File: config.mk
export PLATFORM = sky130hd
export DESIGN_NAME = serial_subtractor_flat
export DESIGN_NICKNAME = d
export VERILOG_FILES = /design/src/rtl/serial_subtractor_pkg.sv /design/src/rtl/serial_subtractor_if.sv /design/src/rtl/serial_subtractor_full_subtractor.sv /design/src/rtl/serial_subtractor.sv /design/src/flat_wrapper.sv
export SDC_FILE = /design/constraint.sdc
export NUM_CORES = 1
export LEC_CHECK = 0
export ABC_AREA = 1
export BUFFER_PORTS_ARGS = -buffer_cell sky130_fd_sc_hd__buf_4
export CAP_MARGIN = 20
export CELL_PAD_IN_SITES_DETAIL_PLACEMENT = 2
export CELL_PAD_IN_SITES_GLOBAL_PLACEMENT = 2
export CORE_UTILIZATION = 37
export CTS_BUF_LIST = sky130_fd_sc_hd__clkbuf_8
export CTS_CLUSTER_SIZE = 10
export DETAILED_ROUTE_END_ITERATION = 6
export PLACE_DENSITY = 0.94
export SLEW_MARGIN = 10
export SYNTH_ARGS = -nofsm -noshare
export SYNTH_HDL_FRONTEND = slang
export SYNTH_SLANG_ARGS = --single-unit
File: constraint.sdc
create_clock -name clk -period 3.35 [get_ports clk]
set_input_delay 0.5025 -clock clk [delete_from_list [all_inputs] [get_ports clk]]
set_output_delay 0.5025 -clock clk [all_outputs]
set_load 0.005 [all_outputs]
File: src/rtl/serial_subtractor_pkg.sv
// Shared types and sizing helpers for the bit-serial subtractor.
package serial_sub_pkg;

  localparam int unsigned DEFAULT_WIDTH = 8;

  typedef enum logic [1:0] {
    StIdle,
    StShift,
    StDone
  } state_e;

  // Bit counter must hold 0..width.
  function automatic int unsigned cnt_width(input int unsigned width);
    return $clog2(width + 1);
  endfunction

endpackage

File: src/rtl/serial_subtractor_if.sv
// Start/busy/done handshake and operand/result bus of the serial subtractor.
// With SERIAL_SUB_OVF_EN defined the bus also carries the signed overflow flag V.
interface serial_subtractor_if
  import serial_sub_pkg::*;
#(
  parameter int unsigned WIDTH = DEFAULT_WIDTH
);

  logic             start;
  logic [WIDTH-1:0] A;
  logic [WIDTH-1:0] B;
  logic             busy;
  logic             done;
  logic [WIDTH-1:0] D;
  logic             Bout;
`ifdef SERIAL_SUB_OVF_EN
  logic             V;

  modport master (output start, A, B, input busy, done, D, Bout, V);
  modport slave (input start, A, B, output busy, done, D, Bout, V);
`else
  modport master (output start, A, B, input busy, done, D, Bout);
  modport slave (input start, A, B, output busy, done, D, Bout);
`endif

endinterface

File: src/rtl/serial_subtractor_full_subtractor.sv
// Combinational 1-bit full-subtractor cell: d = a - b - bin, bout = borrow out.
module full_subtractor (
  input  logic a,
  input  logic b,
  input  logic bin,
  output logic d,
  output logic bout
);

  assign d    = a ^ b ^ bin;
  assign bout = (~a & b) | (~(a ^ b) & bin);

endmodule

File: src/rtl/serial_subtractor.sv
// Bit-serial LSB-first subtractor D = A - B with one full-subtractor cell and a borrow FF.
// Optional macro SERIAL_SUB_OVF_EN adds the registered signed-overflow output V.
module serial_subtractor
  import serial_sub_pkg::*;
#(
  parameter int unsigned WIDTH = DEFAULT_WIDTH
) (
  input logic                clk,
  input logic                rst_n,
  serial_subtractor_if.slave bus
);

  localparam int unsigned CntW = cnt_width(WIDTH);

  if (WIDTH < 2 || WIDTH > 32) begin : gen_bad_width
    $error("serial_subtractor: WIDTH must be in 2..32");
  end

  state_e state_q, state_d;

  logic [WIDTH-1:0] a_q, b_q, d_q;
  logic [WIDTH-2:0] work_q;
  logic [WIDTH-1:0] work_next;
  logic [CntW-1:0]  cnt_q;
  logic             borrow_q, bout_q;
  logic             cell_d, cell_b;
  logic             accept, shift_en, last, busy, done;

  full_subtractor u_cell (
    .a    (a_q[0]),
    .b    (b_q[0]),
    .bin  (borrow_q),
    .d    (cell_d),
    .bout (cell_b)
  );

  assign last      = (cnt_q == CntW'(WIDTH - 1));
  // New bit enters from the MSB side; the full word is complete on the last shift.
  assign work_next = {cell_d, work_q};

  // FSM state register
  always_ff @(posedge clk or negedge rst_n) begin
    if (!rst_n) begin
      state_q <= StIdle;
    end else begin
      state_q <= state_d;
    end
  end

  // FSM next state
  always_comb begin
    state_d = state_q;
    unique case (state_q)
      StIdle:  if (bus.start) state_d = StShift;
      StShift: if (last) state_d = StDone;
      StDone:  state_d = StIdle;
      default: state_d = StIdle;
    endcase
  end

  // FSM outputs
  always_comb begin
    accept   = 1'b0;
    shift_en = 1'b0;
    busy     = 1'b0;
    done     = 1'b0;
    unique case (state_q)
      StIdle:  accept = bus.start;
      StShift: begin
        busy     = 1'b1;
        shift_en = 1'b1;
      end
      StDone: begin
        busy = 1'b1;
        done = 1'b1;
      end
      default: ;
    endcase
  end

  // Datapath: D/Bout only change on the final shift, so no partial result leaks out.
  always_ff @(posedge clk or negedge rst_n) begin
    if (!rst_n) begin
      a_q      <= '0;
      b_q      <= '0;
      work_q   <= '0;
      cnt_q    <= '0;
      borrow_q <= 1'b0;
      d_q      <= '0;
      bout_q   <= 1'b0;
    end else if (accept) begin
      a_q      <= bus.A;
      b_q      <= bus.B;
      cnt_q    <= '0;
      borrow_q <= 1'b0;
    end else if (shift_en) begin
      a_q      <= a_q >> 1;
      b_q      <= b_q >> 1;
      work_q   <= work_next[WIDTH-1:1];
      cnt_q    <= cnt_q + 1'b1;
      borrow_q <= cell_b;
      if (last) begin
        d_q    <= work_next;
        bout_q <= cell_b;
      end
    end
  end

`ifdef SERIAL_SUB_OVF_EN
  logic v_q;

  // On the last shift the operand LSBs hold the original sign bits.
  always_ff @(posedge clk or negedge rst_n) begin
    if (!rst_n) begin
      v_q <= 1'b0;
    end else if (shift_en && last) begin
      v_q <= (a_q[0] ^ b_q[0]) & (a_q[0] ^ cell_d);
    end
  end

  assign bus.V = v_q;
`endif

  assign bus.busy = busy;
  assign bus.done = done;
  assign bus.D    = d_q;
  assign bus.Bout = bout_q;

endmodule

File: src/flat_wrapper.sv
// flat-port wrapper written by rule: the top's interface ports become plain ports
module serial_subtractor_flat import serial_sub_pkg::*;
#(
  parameter int unsigned WIDTH = DEFAULT_WIDTH
)
  (clk, rst_n, bus_start, bus_A, bus_B, bus_busy, bus_done, bus_D, bus_Bout);
  serial_subtractor_if #(.WIDTH(WIDTH)) bus_i ();
  input logic clk;
  input logic rst_n;
  input wire logic [$bits(bus_i.start)-1:0] bus_start;
  input wire logic [$bits(bus_i.A)-1:0] bus_A;
  input wire logic [$bits(bus_i.B)-1:0] bus_B;
  output wire logic [$bits(bus_i.busy)-1:0] bus_busy;
  output wire logic [$bits(bus_i.done)-1:0] bus_done;
  output wire logic [$bits(bus_i.D)-1:0] bus_D;
  output wire logic [$bits(bus_i.Bout)-1:0] bus_Bout;
  assign bus_i.start = bus_start;
  assign bus_i.A = bus_A;
  assign bus_i.B = bus_B;
  assign bus_busy = bus_i.busy;
  assign bus_done = bus_i.done;
  assign bus_D = bus_i.D;
  assign bus_Bout = bus_i.Bout;
  serial_subtractor #(.WIDTH(WIDTH)) u_core (.clk(clk), .rst_n(rst_n), .bus(bus_i));
endmodule
==> metrics.md <==
| Metric | Value |
|---|---|
| Run status | complete, no violations |
| Hold-fix buffer count after cts | 0 |
| Wirelength, routed | 4690 um |
| XOR/XNOR Fraction of Synth Area | 0 |
| Clk slew on worst S/H paths | 80 ps |
| Global Route Usage Sum | 0.201 |
| Most used cell along the critical path | sky130_fd_sc_hd__a21oi_1 |
| Clock period minus final worst setup slack | 1870 ps |
| Resized Gates After CTS | 0 |
| Placed Instances | 294 |
| Count of different cell masters after synthesis | 21 |
| Area share of the largest cell type after synthesis | 0.538 |
| Most area-consuming cells after synthesis | sky130_fd_sc_hd__dfrtp_1 54%, sky130_fd_sc_hd__nand2_1 14%, sky130_fd_sc_hd__a21oi_1 6.9% |
| Complex-gate fraction of the synthesized area | 0.0842 |
| Largest stage delay on the critical path | 540 ps |
| Die area | 5180 um2 |
| Part of the Yosys area used for sequential elements | 0.538 |
| Number of standard cells in the layout, taps in and fillers out | 302 |
| Critical Path RT | 3520 ps |
| Max Fclk | 0.535 GHz |
| PwrDens | 902 nW/um2 |
| Leakage power | 1.10 nW |
| Total grt overflow | 0 |
| Max Clock Skew | 4.12 ps |
| Clock power share | 0.209 |
| Fraction of power spent switching nets | 0.395 |
| Multiplexer area fraction after synthesis | 0 |
| Largest family of logic cells by synthesized area | simple AND/OR/NAND/NOR gates |
| Final cycle utilization of the critical path | 0.558 |
| CTS tree | built |
| Total Negative Setup Slacks | 0 ps |
| Rows | 25 |
| Count of synthesis-stage warnings from yosys | 0 |
| Startpoint-to-endpoint class of the critical path | flip-flop to flip-flop |
| Die span in x | 72 um |
| Initial core utilization | 0.384 |
| Switching power summed over all nets | 771 uW |
| Largest net degree at the start of global routing | 40 |
| Count of buffers added by post-CTS timing repair for setup | 0 |
| Setup repair after global routing missed its margin | no |
| Placeable core region | 4720 um2 |
| Number of vias in the routed layout | 1,486 |
| Design internal power | 1.18 mW |
| Setup-failing EPs final | 0 |
| Dominant cell type by area after synthesis | sky130_fd_sc_hd__dfrtp_1 |
| H-tree lvl count | 2 |
| Slew @ Worst Pin | 580 ps |
| Antenna diodes | 0 |
| Root buf cell | sky130_fd_sc_hd__clkbuf_8 |
| Number of max-slew violations in the final report | 0 |
| Fin nets | 259 |
| Worst Path Buf+Inv | 2 |
| Cell Area, Synth | 1810 um2 |
| Post-route DRC violation count | 0 |
| Total nets after synthesis | 232 |
| Initial antenna violation count | 0 |
| Bufs on Longest Clock Path | 2 |
| Cell chain of the critical path | inv_1, ha_1, inv_2, a21oi_1, a21oi_1 |
| Category of cells accounting for the largest share of critical-path delay | adder cells |
| I/O pin cnt | 30 |
| Antenna-violating nets left | 0 |
| Hold Path Class | input port to async pin |
| Kind of launch point of the worst setup path | flip-flop |
| DRT iter0 DRCs | 58 |
| Cell with the largest stage delay on the worst path | sky130_fd_sc_hd__ha_1 |
| Via count normalized by instance count | 4.92 |
| Cell count after synthesis | 207 |
| Clock latency on the worst-skew pair | 290 ps |
| Number of I/O port buffers | 29 |
| Combinational share of power | 0.384 |
| Max FO, Critical Path | 24 |
| Worst VDD drop | 0.000326 V |
| Simple logic cell fraction of the synthesized area | 0.263 |
| Number of hold-slack violations in the final timing report | 0 |
| Die extent in y | 72 um |
| Rel. slew slack | 0.613 |
| Final weighted congestion of routability-driven global placement | 0.681 |
| Clock buffers created by TritonCTS | 5 |
| DP HPWL | 3300 um |
| Number of global-route vias before repair | 1,619 |
| Sequential fraction of design power | 0.407 |
| Data arrival time of the critical path | 2040 ps |
| R2R Setup Slk | 1480 ps |
| Detailed-route wire length per cell | 15.5 um |
| Fraction of final layout cells sized beyond drive strength 1 | 0.191 |
| Clock net sink count | 39 |
| Avg Cell Area, Syn | 8.76 um2 |
| Critical Path Sink Type | flip-flop |
| Router iterations before antenna repair | 4 |
| Area growth, synth to finish | 19.3% |
| Number of flip-flops and latches in the synthesized netlist | 39 |
| Max capacitance violation total | 0 |
| Adder-cell share of the synthesized area | 0.0455 |
| Global-route wire length before repair | 7680 um |
layer usage:
layer  up-vias  GRT usage  share of wire
met5         -          0              0
met4         0     0.0828          0.023
met3         7     0.0472          0.027
met2        28      0.370           0.53
met1       729      0.223           0.42
li1        722          -              -
layout by cell type (no fill, tap or decap), types with 3 or more instances in the layout:
master	Yosys	final
sky130_fd_sc_hd__nand2_1	67	67
sky130_fd_sc_hd__dfrtp_1	39	39
sky130_fd_sc_hd__buf_4	2	31
sky130_fd_sc_hd__a21oi_1	25	25
sky130_fd_sc_hd__nor2_1	20	20
sky130_fd_sc_hd__nand3_1	11	11
sky130_fd_sc_hd__nand4_1	9	9
sky130_fd_sc_hd__inv_1	8	8
sky130_fd_sc_hd__clkbuf_8	0	6
sky130_fd_sc_hd__ha_1	5	5
sky130_fd_sc_hd__o21ai_0	3	3
power groups by stage:
stage / sequential, mW / clock (mW) / combinational, mW
2_1_floorplan: 0.762 / 0 / 0.550
3_3_place_gp: 0.783 / 0 / 0.684
3_5_place_dp: 0.804 / 0 / 0.756
4_1_cts: 0.796 / 0.421 / 0.767
5_1_grt: 0.816 / 0.441 / 0.855
6_report: 0.794 / 0.408 / 0.748
synthesized netlist by cell type (all sizes together):
| cell type | instances |
|---|---|
| ha | 5 |
| a21oi | 25 |
| o211ai | 1 |
| fa | 1 |
| dfrtp | 39 |
| o21ai | 4 |
| buf | 11 |
| nor2 | 21 |
| nand4 | 9 |
| nand2 | 69 |
| nand3 | 12 |
| inv | 10 |
cell type report:
class,instances,area [um2]
Clock buffer,6,82.6
Clock inverter,2,35.0
Inverter,10,40.0
Tap cell,67,83.8
Multi-Input combinational cell,147,712
Sequential cell,39,976
Fill cell,526,2560
Timing Repair Buffer,31,233
registers in the layout, summed over array words and instances, names as in the netlist:
register         cells
u_core.bus.D         8
u_core.state_q       2
u_core.b_q           8
u_core.cnt_q         4
u_core.work_q        7
u_core.borrow_q      1
u_core.a_q           8
u_core.bus.Bout      1
path summary, 6_finish.rpt:
kind                                   startpoint          endpoint  cells past startpoint
worst max-delay path            u_core.state_q[1]     u_core.a_q[2]                      5
worst min-delay path                        rst_n  u_core.work_q[5]                      1
worst max register to register  u_core.state_q[1]     u_core.a_q[2]                      5
worst min register to register    u_core.bus.D[6]   u_core.bus.D[6]                      2
max in group asynchronous                   rst_n     u_core.a_q[6]                      1
min in group clk                         bus_A[7]     u_core.a_q[7]                      3
kinds of logic after synthesis:
family	after synthesis
simple gates	111
flops	39
compound gates	30
buf+inv	21
fa+ha+maj	6
stage by stage:
step	area, um2	power, mW	setup WS [ps]	utilization	hold WS (ps)
final	2160	1.95	1480	0.458	174
after global routing	2160	2.11	1270	0.458	201
after floorplan	1810	1.31	2130	-	207
after CTS	2160	1.98	1460	0.458	191
after detailed placement	2040	1.56	1500	0.433	464
after global placement	2040	1.47	1670	0.433	455
worst reg2reg max path, cell delays in order (launching register included):
cell and delay (ps):
sky130_fd_sc_hd__dfrtp_1 400, sky130_fd_sc_hd__inv_1 110, sky130_fd_sc_hd__ha_1 540, sky130_fd_sc_hd__inv_2 350
sky130_fd_sc_hd__a21oi_1 250, sky130_fd_sc_hd__a21oi_1 100
Note: power is estimated with default switching activity, not from simulation.
